`src/rtl/light_seq_pkg.sv`:
```
// Shared types and helpers for the light sequencer: mode encodings, channel
// ramp state and the palette-code to RGB expansion.
package light_seq_pkg;

  typedef enum logic [1:0] {
    MODE_WHITE  = 2'b00,
    MODE_MANUAL = 2'b01,
    MODE_AUTO   = 2'b10,
    MODE_OFF    = 2'b11
  } mode_e;

  typedef enum logic {
    STEADY = 1'b0,
    RAMP   = 1'b1
  } ramp_state_e;

  localparam int unsigned MAX_CH_W = 32;
  localparam int unsigned RGB_W    = 3 * MAX_CH_W;
  localparam int unsigned RGB_IW   = $clog2(RGB_W);

  // Expand a 3-bit RGB code to full-scale channels; B occupies the low ch_w bits.
  function automatic logic [RGB_W-1:0] code_to_rgb(input logic [2:0] code,
                                                   input int unsigned ch_w);
    logic [RGB_W-1:0] rgb;
    rgb = '0;
    for (int unsigned b = 0; b < 3; b++) begin
      for (int unsigned i = 0; i < MAX_CH_W; i++) begin
        if (i < ch_w) rgb[RGB_IW'(b * ch_w + i)] = code[b];
      end
    end
    return rgb;
  endfunction

endpackage

```
`src/rtl/light_sequencer_if.sv`:
```
// Board-side control inputs and LED-driver outputs of the light sequencer.
interface light_sequencer_if #(
  parameter int unsigned CH_W  = 8,
  parameter int unsigned N_COL = 6
);
  localparam int unsigned LIGHT_W = 3 * CH_W;
  localparam int unsigned IDX_W   = $clog2(N_COL);

  logic                     button;
  light_seq_pkg::mode_e     mode;
  logic [LIGHT_W-1:0]       light;
  logic [IDX_W-1:0]         colour_idx;
  logic                     changing;

  modport master (output button, mode, input light, colour_idx, changing);
  modport slave  (input button, mode, output light, colour_idx, changing);
endinterface

```
`src/rtl/light_channel_ramp.sv`:
```
// One colour channel register stepping toward its target. With
// LIGHT_SEQ_FADE_EN defined it moves FADE_STEP per cycle, otherwise it jumps.
module light_channel_ramp
  import light_seq_pkg::*;
#(
  parameter int unsigned CH_W      = 8,
  parameter int unsigned FADE_STEP = 16
) (
  input  logic            clk,
  input  logic            rst,
  input  logic [CH_W-1:0] target,
  output logic [CH_W-1:0] value,
  output logic            ramp
);

`ifdef LIGHT_SEQ_FADE_EN
  localparam bit FADE_EN = 1'b1;
`else
  localparam bit FADE_EN = 1'b0;
`endif
  // A full-scale step makes the jump case fall out of the same compare.
  localparam logic [CH_W-1:0] STEP = FADE_EN ? CH_W'(FADE_STEP) : '1;

  ramp_state_e     state;
  logic [CH_W-1:0] value_d;

  always_ff @(posedge clk or posedge rst) begin
    if (rst) value <= '0;
    else     value <= value_d;
  end

  // Compare the distance before stepping so the channel never wraps.
  always_comb begin
    state   = (value == target) ? STEADY : RAMP;
    value_d = value;
    if (state == RAMP) begin
      if (target > value) value_d = ((target - value) <= STEP) ? target : value + STEP;
      else                value_d = ((value - target) <= STEP) ? target : value - STEP;
    end
  end

  assign ramp = (state == RAMP);

endmodule

```
`src/rtl/light_sequencer.sv`:
```
// Mode-driven RGB light sequencer: press detect, palette index, auto hold
// timer and target mux feeding three channel ramps (fade via LIGHT_SEQ_FADE_EN).
module light_sequencer
  import light_seq_pkg::*;
#(
  parameter int unsigned CH_W      = 8,
  parameter int unsigned N_COL     = 6,
  parameter int unsigned HOLD_CYC  = 50_000_000,
  parameter int unsigned FADE_STEP = 16
) (
  input logic               clk,
  input logic               rst,
  light_sequencer_if.slave  bus
);

  localparam int unsigned LIGHT_W = 3 * CH_W;
  localparam int unsigned IDX_W   = $clog2(N_COL);
  localparam int unsigned HOLD_W  = $clog2(HOLD_CYC);

  logic                btn_q;
  logic [IDX_W-1:0]    idx_q,  idx_d;
  logic [HOLD_W-1:0]   hold_q, hold_d;
  logic                press;
  logic                advance;
  logic [2:0]          code;
  logic [LIGHT_W-1:0]  target;
  logic [LIGHT_W-1:0]  light_q;
  logic [2:0]          ramp;

  // btn_q resets high so a button held through reset is not a press.
  always_ff @(posedge clk or posedge rst) begin
    if (rst) begin
      btn_q  <= 1'b1;
      idx_q  <= '0;
      hold_q <= '0;
    end else begin
      btn_q  <= bus.button;
      idx_q  <= idx_d;
      hold_q <= hold_d;
    end
  end

  // Index advance and auto hold timer; a press on terminal count advances once.
  always_comb begin
    press   = bus.button & ~btn_q;
    advance = 1'b0;
    hold_d  = '0;
    idx_d   = idx_q;
    case (bus.mode)
      MODE_MANUAL: advance = press;
      MODE_AUTO: begin
        advance = press | (hold_q == HOLD_W'(HOLD_CYC - 1));
        hold_d  = advance ? '0 : hold_q + HOLD_W'(1);
      end
      default: ;
    endcase
    if (advance) idx_d = (idx_q == IDX_W'(N_COL - 1)) ? '0 : idx_q + IDX_W'(1);
  end

  // White is code 7, off is code 0, palette entries are index+1.
  always_comb begin
    code = 3'b000;
    case (bus.mode)
      MODE_WHITE: code = 3'b111;
      MODE_OFF:   code = 3'b000;
      default:    code = 3'(idx_q) + 3'd1;
    endcase
    target = LIGHT_W'(code_to_rgb(code, CH_W));
  end

  for (genvar c = 0; c < 3; c++) begin : g_ch
    light_channel_ramp #(
      .CH_W      (CH_W),
      .FADE_STEP (FADE_STEP)
    ) u_ch (
      .clk    (clk),
      .rst    (rst),
      .target (target[c*CH_W +: CH_W]),
      .value  (light_q[c*CH_W +: CH_W]),
      .ramp   (ramp[c])
    );
  end

  assign bus.light      = light_q;
  assign bus.colour_idx = idx_q;
  assign bus.changing   = (|ramp) & ~rst;

endmodule
```
`src/flat_wrapper.sv`:
```
// flat-port wrapper written by rule: the top's interface ports become plain ports
module light_sequencer_flat import light_seq_pkg::*;
#(
  parameter int unsigned CH_W      = 8,
  parameter int unsigned N_COL     = 6,
  parameter int unsigned HOLD_CYC  = 50_000_000,
  parameter int unsigned FADE_STEP = 16
)
  (clk, rst, bus_button, bus_mode, bus_light, bus_colour_idx, bus_changing);
  light_sequencer_if #(.CH_W(CH_W), .N_COL(N_COL)) bus_i ();
  input logic clk;
  input logic rst;
  input wire logic [$bits(bus_i.button)-1:0] bus_button;
  input wire logic [$bits(bus_i.mode)-1:0] bus_mode;
  output wire logic [$bits(bus_i.light)-1:0] bus_light;
  output wire logic [$bits(bus_i.colour_idx)-1:0] bus_colour_idx;
  output wire logic [$bits(bus_i.changing)-1:0] bus_changing;
  assign bus_i.button = bus_button;
  assign bus_i.mode = bus_mode;
  assign bus_light = bus_i.light;
  assign bus_colour_idx = bus_i.colour_idx;
  assign bus_changing = bus_i.changing;
  light_sequencer #(.CH_W(CH_W), .N_COL(N_COL), .HOLD_CYC(HOLD_CYC), .FADE_STEP(FADE_STEP)) u_core (.clk(clk), .rst(rst), .bus(bus_i));
endmodule
```
`config.mk`:
```
export PLATFORM = sky130hd
export DESIGN_NAME = light_sequencer_flat
export DESIGN_NICKNAME = d
export VERILOG_FILES = /design/src/rtl/light_seq_pkg.sv /design/src/rtl/light_sequencer_if.sv /design/src/rtl/light_channel_ramp.sv /design/src/rtl/light_sequencer.sv /design/src/flat_wrapper.sv
export SDC_FILE = /design/constraint.sdc
export NUM_CORES = 1
export LEC_CHECK = 0
export CAP_MARGIN = 15
export CORE_AREA = 10 10 72 74
export DETAILED_ROUTE_END_ITERATION = 12
export DIE_AREA = 0 0 82 84
export PLACE_DENSITY = 0.76
export SLEW_MARGIN = 0
export SYNTH_ARGS = -nofsm -noshare
export SYNTH_HDL_FRONTEND = slang
export SYNTH_SLANG_ARGS = --single-unit
```
`constraint.sdc`:
```
create_clock -name clk -period 2.5 [get_ports clk]
set_input_delay 0.5 -clock clk [delete_from_list [all_inputs] [get_ports clk]]
set_output_delay 0.5 -clock clk [all_outputs]
set_load 0.01 [all_outputs]
```
# Yosys cells after proc, flatten, opt, wreduce, memory -nomap -nowiden
# Cells that the tools add are included.
# word_totals
reg_bits	54
inputBits	5
elab_cells	61
out_inout_bits	28
# op_classes
bitwise	5
n_eq_ne	8
addsub	14
n_reduce_logical	2
order_cmp	9
muxes	17
# op_table
op	n
8-bit two-way mux	9
26-bit two-way mux	2
8-bit <= comparator, second input constant	6
8-bit subtractor	6
26-bit by 1-bit adder with 26-bit output, second input constant	1
26-bit == test, second input constant	1
8-bit adder, second input constant	3
8-bit == test	3
8-bit greater-than comparator	3
8-bit subtractor, second input constant	3
3-bit one-hot mux with 2 select lines	1
2-bit == test, second input constant	2
3-bit by 1-bit adder with 3-bit output, second input constant	1
3-bit == test, second input constant	1
1-bit two-way mux	3
3-bit two-way mux	1
3-bit OR reduction	1
1-bit bitwise AND	2
2-bit by 1-bit == test with 1-bit output, second input constant	1
2-bit logical NOT	1
1-bit NOT	2
1-bit one-hot mux with 2 select lines	1
1-bit OR	1

# Logic depth before layout (Yosys ltp)
# logic_depth
word_depth	6
mapped_depth	7
depth_no_buf	7

# Cells and area by module
# From an unflattened synthesis, not the netlist that was laid out.
# unflattened
hier_cells	278
hier_area_um2	3007.9
# modules_own_cells
module	instances	cells_per_inst	area_each_um2
light_sequencer	1	167	1652.8
light_channel_ramp	3	37	451.7

# Worst setup path after synthesis
# Ideal clock, no wire load.
# synth_path
path_type	input port to output port
start	input port bus_mode[0]
end	output port bus_changing
path_slack_ps	539
required_ps	2000
path_buffers	0
t_arrival_ps	1461
path_stages	7
path_cell_list	inv_1 > ha_1 > inv_1 > nand2_1 > o21ai_0 > xnor2_1 > a31oi_1
# synth_via
elab_chain_cells	6
elab_cells_between_ends	11
classes_between	eq/ne: 4; mux: 4; bitwise: 1; reduce/logical: 2
# synth_lines
element	line_no	rtl
start, declared	flat_wrapper.sv:14	input wire logic [$bits(bus_i.mode)-1:0] bus_mode;
2-bit == test or 2-bit logical NOT (tied branches)	light_sequencer.sv:63	case (bus.mode)
3-bit one-hot mux with 2 select lines (*)	light_sequencer.sv:63	
8-bit == test	light_channel_ramp.sv:34	state = (value == target) ? STEADY : RAMP;
1-bit two-way mux	light_channel_ramp.sv:34	
3-bit OR reduction (*)	light_sequencer.sv:86	assign bus.changing = (|ramp) & ~rst;
1-bit bitwise AND (*)	light_sequencer.sv:86	
end, declared	flat_wrapper.sv:17	output wire logic [$bits(bus_i.changing)-1:0] bus_changing;
# Every way passes the cells marked *; elsewhere a longest branch is shown, timed or not.

# Worst setup path after layout
# layout_path
start	register u_core.idx_q[0] (netlist: u_core.bus.colour_idx[0])
end	output port bus_changing
# layout_via
elab_chain_cells	6
elab_cells_between_ends	10
classes_between	add/sub: 1; eq/ne: 3; mux: 4; bitwise: 1; reduce/logical: 1
# layout_lines
element	line_no	rtl
start, declared	light_sequencer.sv:21	logic [IDX_W-1:0] idx_q, idx_d;
start signal, assigned	light_sequencer.sv:38	idx_q <= idx_d;
3-bit by 1-bit adder with 3-bit output (*)	light_sequencer.sv:66	default: code = 3'(idx_q) + 3'd1;
3-bit one-hot mux with 2 select lines (*)	light_sequencer.sv:63	
8-bit == test	light_channel_ramp.sv:34	
1-bit two-way mux	light_channel_ramp.sv:34	
3-bit OR reduction (*)	light_sequencer.sv:86	
1-bit bitwise AND (*)	light_sequencer.sv:86	
# Marks and branches as above.

==> run_results.csv <==
group,metric,value,unit
clock_network,path_clk_slew,0.07,ns
drt,drtAntennaViolNets,0,
worst_setup_path,criticalPathCategory,"reg2out",
synthesis,mappedNetlistNets,207,
drt,wl,3670,µm
drt,drt_first_iter_violations,60,
clock_network,cts_tree,"done",
worst_setup_path,crit_arrival,1.79,ns
cells_and_area,n_antenna_cell,0,
worst_setup_path,cp.required,2.00,ns
floorplanning,die_y,84,µm
global_routing,grt_max_degree,34,
floorplanning,dieArea,6890,µm²
min_path,holdPathStages,1,
placed_design,port_buffers,32,
synthesis,synth_warnings,0,
cells_and_area,fin_nets,227,
worst_setup_path,r2r_cells,5,
outcome,status,"finished, final reports clean",
drt,route.detailed.drc,0,
synthesis,async_flop_share,1.00,
timing,relSlewSlack,0.327,
clock_network,cts_buffers,5,
synthesis,synth-main-ff-cell,"dfrtp_1",
clock_network,clock_sinks,33,
worst_setup_path,cp_slowest_cell,"dfrtp_1",
drt,wire_per_inst,13.8,µm
synthesis,synth_seq_cells,33,
synthesis,syn_inst,196,
cells_and_area,multi_input_area,915,µm²
power,p_total,0.00193,W
clock_network,htree_levels,2,
clock_network,cts-root-buf,"clkbuf_8",
cells_and_area,drive_gt1_frac,0.157,
timing,final.setup.worst_slack,0.212,ns
synthesis,synth_cell_types,32,
worst_setup_path,crit_family,"flip-flops",
min_path,holdCritStartpoint,"u_core.hold_q[0]",
global_routing,track_usage,0.113,
timing,clock.fmax,0.437,GHz
drt,num_vias,1347,
power,cellLeakagePower,1.04,nW
worst_setup_path,crit_path_frequent_cell,"xnor2_1",
floorplanning,core,3860,µm²
synthesis,synth_edf_count,0,
floorplanning,die_w,82,µm
timing,drv_slew,0,
worst_setup_path,crit_buf_inv,1,
timing,tightest_slew,1.01,ns
timing,fin_crit_sh,0.915,
timing,rsz0062_at_grt,"no",
worst_setup_path,timing.rr.end,"u_core.hold_q[21]",
global_routing,globalRouteOverflowTotal,0,
placed_design,gp_congestion,0.827,
placed_design,place_ws,-0.485,ns
synthesis,netlist_area,1960,µm²
timing,skew,0.00571,ns
clock_network,hold_buffers,0,
power,vdd_drop_max,0.388,mV
worst_setup_path,r2r_slack,0.34,ns
worst_setup_path,path_cells,"ha_1 > xnor2_1 > o21ai_4 > xnor2_1 > a31oi_1 > buf_2",
drt,avgViaCountPerCell,5.04,
synthesis,seq_area_frac_synth,0.422,
global_routing,grt_pass1_vias,1334,
cells_and_area,fill_cells,344,
clock_network,clk_latency,0.28,ns
worst_setup_path,r2r_start,"u_core.hold_q[0]",
synthesis,syn_avg_cell_area,9.99,µm²
global_routing,grt_pass1_wl,6260,µm
timing,final-hold-violation-count,0,
timing,period_needed,2.29,ns
placed_design,place_hpwl,2650,µm
worst_setup_path,start_kind,"register",
clock_network,ctsLongestPathBuffers,2,
worst_setup_path,cpPeakStageDelay,0.45,ns
cells_and_area,ff_latch_area,827,µm²
cells_and_area,area_growth,20.4,%
flow_run,drv_cap,0,
drt,drt_pass1_iterations,4,
timing,setup_viol,0,
power,cellPowerDensity,817,nW/µm²
floorplanning,io_pins,33,
worst_setup_path,setup.worst_path.end_class,"output port",
min_path,hold_path_end,"u_core.hold_q[0]",
floorplanning,initial_core_util,0.508,
floorplanning,rows,23,
global_routing,antenna_found_initial,0,
worst_setup_path,crit_fanout,6,
min_path,hold_path.class,"reg2reg",
==> synthesized netlist by cell type, types with 2 or more instances <==
master,number,area (µm²)
nor4_4,2,42.5
nand4_1,10,62.6
o21ai_0,4,20.0
nor3_1,3,15.0
nor2_1,31,116
inv_1,10,37.5
buf_4,23,173
and3_1,4,25.0
ha_1,6,75.1
and4_1,2,17.5
nor2_2,2,12.5
xnor2_1,12,105
buf_6,4,45.0
nand2_1,6,22.5
nand3_1,12,60.1
dfrtp_1,32,801
a21oi_1,2,10.0
mux2_1,2,22.5
xor2_1,16,140
==> per-layer routing <==
layer | GRT usage | wire length, µm
met5 | 0 | 0
met4 | 0.0402 | 60
met3 | 0.0302 | 235
met2 | 0.185 | 1800
met1 | 0.135 | 1580
==> sequential cells by signal, indices dropped and copies added (netlist names) <==
name / flops
u_core.hold_q: 26
u_core.g_ch.u_ch.value: 3
u_core.btn_q: 1
u_core.bus.colour_idx: 3
==> kinds of logic (layout without fill, tap and decap cells) <==
family,count (synthesis),count (layout),share of synthesized area
AOI/OAI and AO/OA,11,11,0.0447
xor gates and xnor gates,28,28,0.125
adders and majority gates,6,6,0.0383
buffers and inverters,37,58,0.130
DFF,33,33,0.422
muxes,2,2,0.0115
and+or+nand+nor,79,79,0.227
==> per-stage QoR <==
step / utilization / setup TNS (ns) / cells / area (µm²) / hold slack (ns)
after floorplan: - / 0 / 196 / 1960 / 0.450
after global placement: 0.566 / -0.450 / 259 / 2180 / 0.477
after detailed placement: 0.566 / -0.485 / 259 / 2180 / 0.485
after CTS: 0.610 / 0 / 267 / 2350 / 0.494
after global routing: 0.612 / 0 / 267 / 2360 / 0.513
final: 0.612 / 0 / 267 / 2360 / 0.491
==> power breakdown <==
part / leakage, nW / switching, W / internal, W / total, W
registers: 0.448 / 0.0000757 / 0.000577 / 0.000652
clock network: 0.0681 / 0.000198 / 0.000396 / 0.000594
logic: 0.524 / 0.000285 / 0.000396 / 0.000681
==> worst register-to-register path: stages, from the launching register on <==
cell and delay (ns):
dfrtp_1 0.39, ha_1 0.22, and4_1 0.29, nand3_4 0.10
o311ai_4 0.88, nor2_1 0.13
==> placed cells by master, fill, tap and decap left out, drive strengths merged, types with 3 or more instances in the layout <==
cell / count
nor2: 33
dfrtp: 32
clkdlybuf4s50: 29
xor2: 16
nand3: 13
xnor2: 12
nand4: 11
inv: 10
buf: 9
nand2: 6
ha: 6
clkbuf: 5
and3: 5
o21ai: 4
nor3: 3
==> area by class of cell <==
cell class | instances | share of cell area
repair buffers | 40 | 0.161
well taps | 50 | 0.0265
multi-input cells | 126 | 0.388
clock inverters | 3 | 0.0276
inverters | 10 | 0.0170
clock buffers | 5 | 0.0292
flip-flops and latches | 33 | 0.351
==> what timing repair did <==
item	4_1_cts	5_1_grt
pin swaps	4	1
setup buffers	0	0
resized for setup	16	4
endpoints found under the setup margin	1	1
cloned	0	0
hold endpoints to repair	0	0
==> worst max-delay path by stage <==
stage	to	slack, ns	cells past startpoint	from
after floorplan	bus_changing	0.54	7	bus_mode[0]
after global placement	bus_changing	-0.45	9	bus_mode[0]
after detailed placement	bus_changing	-0.49	9	bus_mode[0]
after CTS	bus_changing	0.02	9	bus_mode[0]
after global routing	bus_changing	0.11	6	u_core.bus.colour_idx[0]
final	bus_changing	0.21	6	u_core.bus.colour_idx[0]
(Power assumes the default switching activity.)
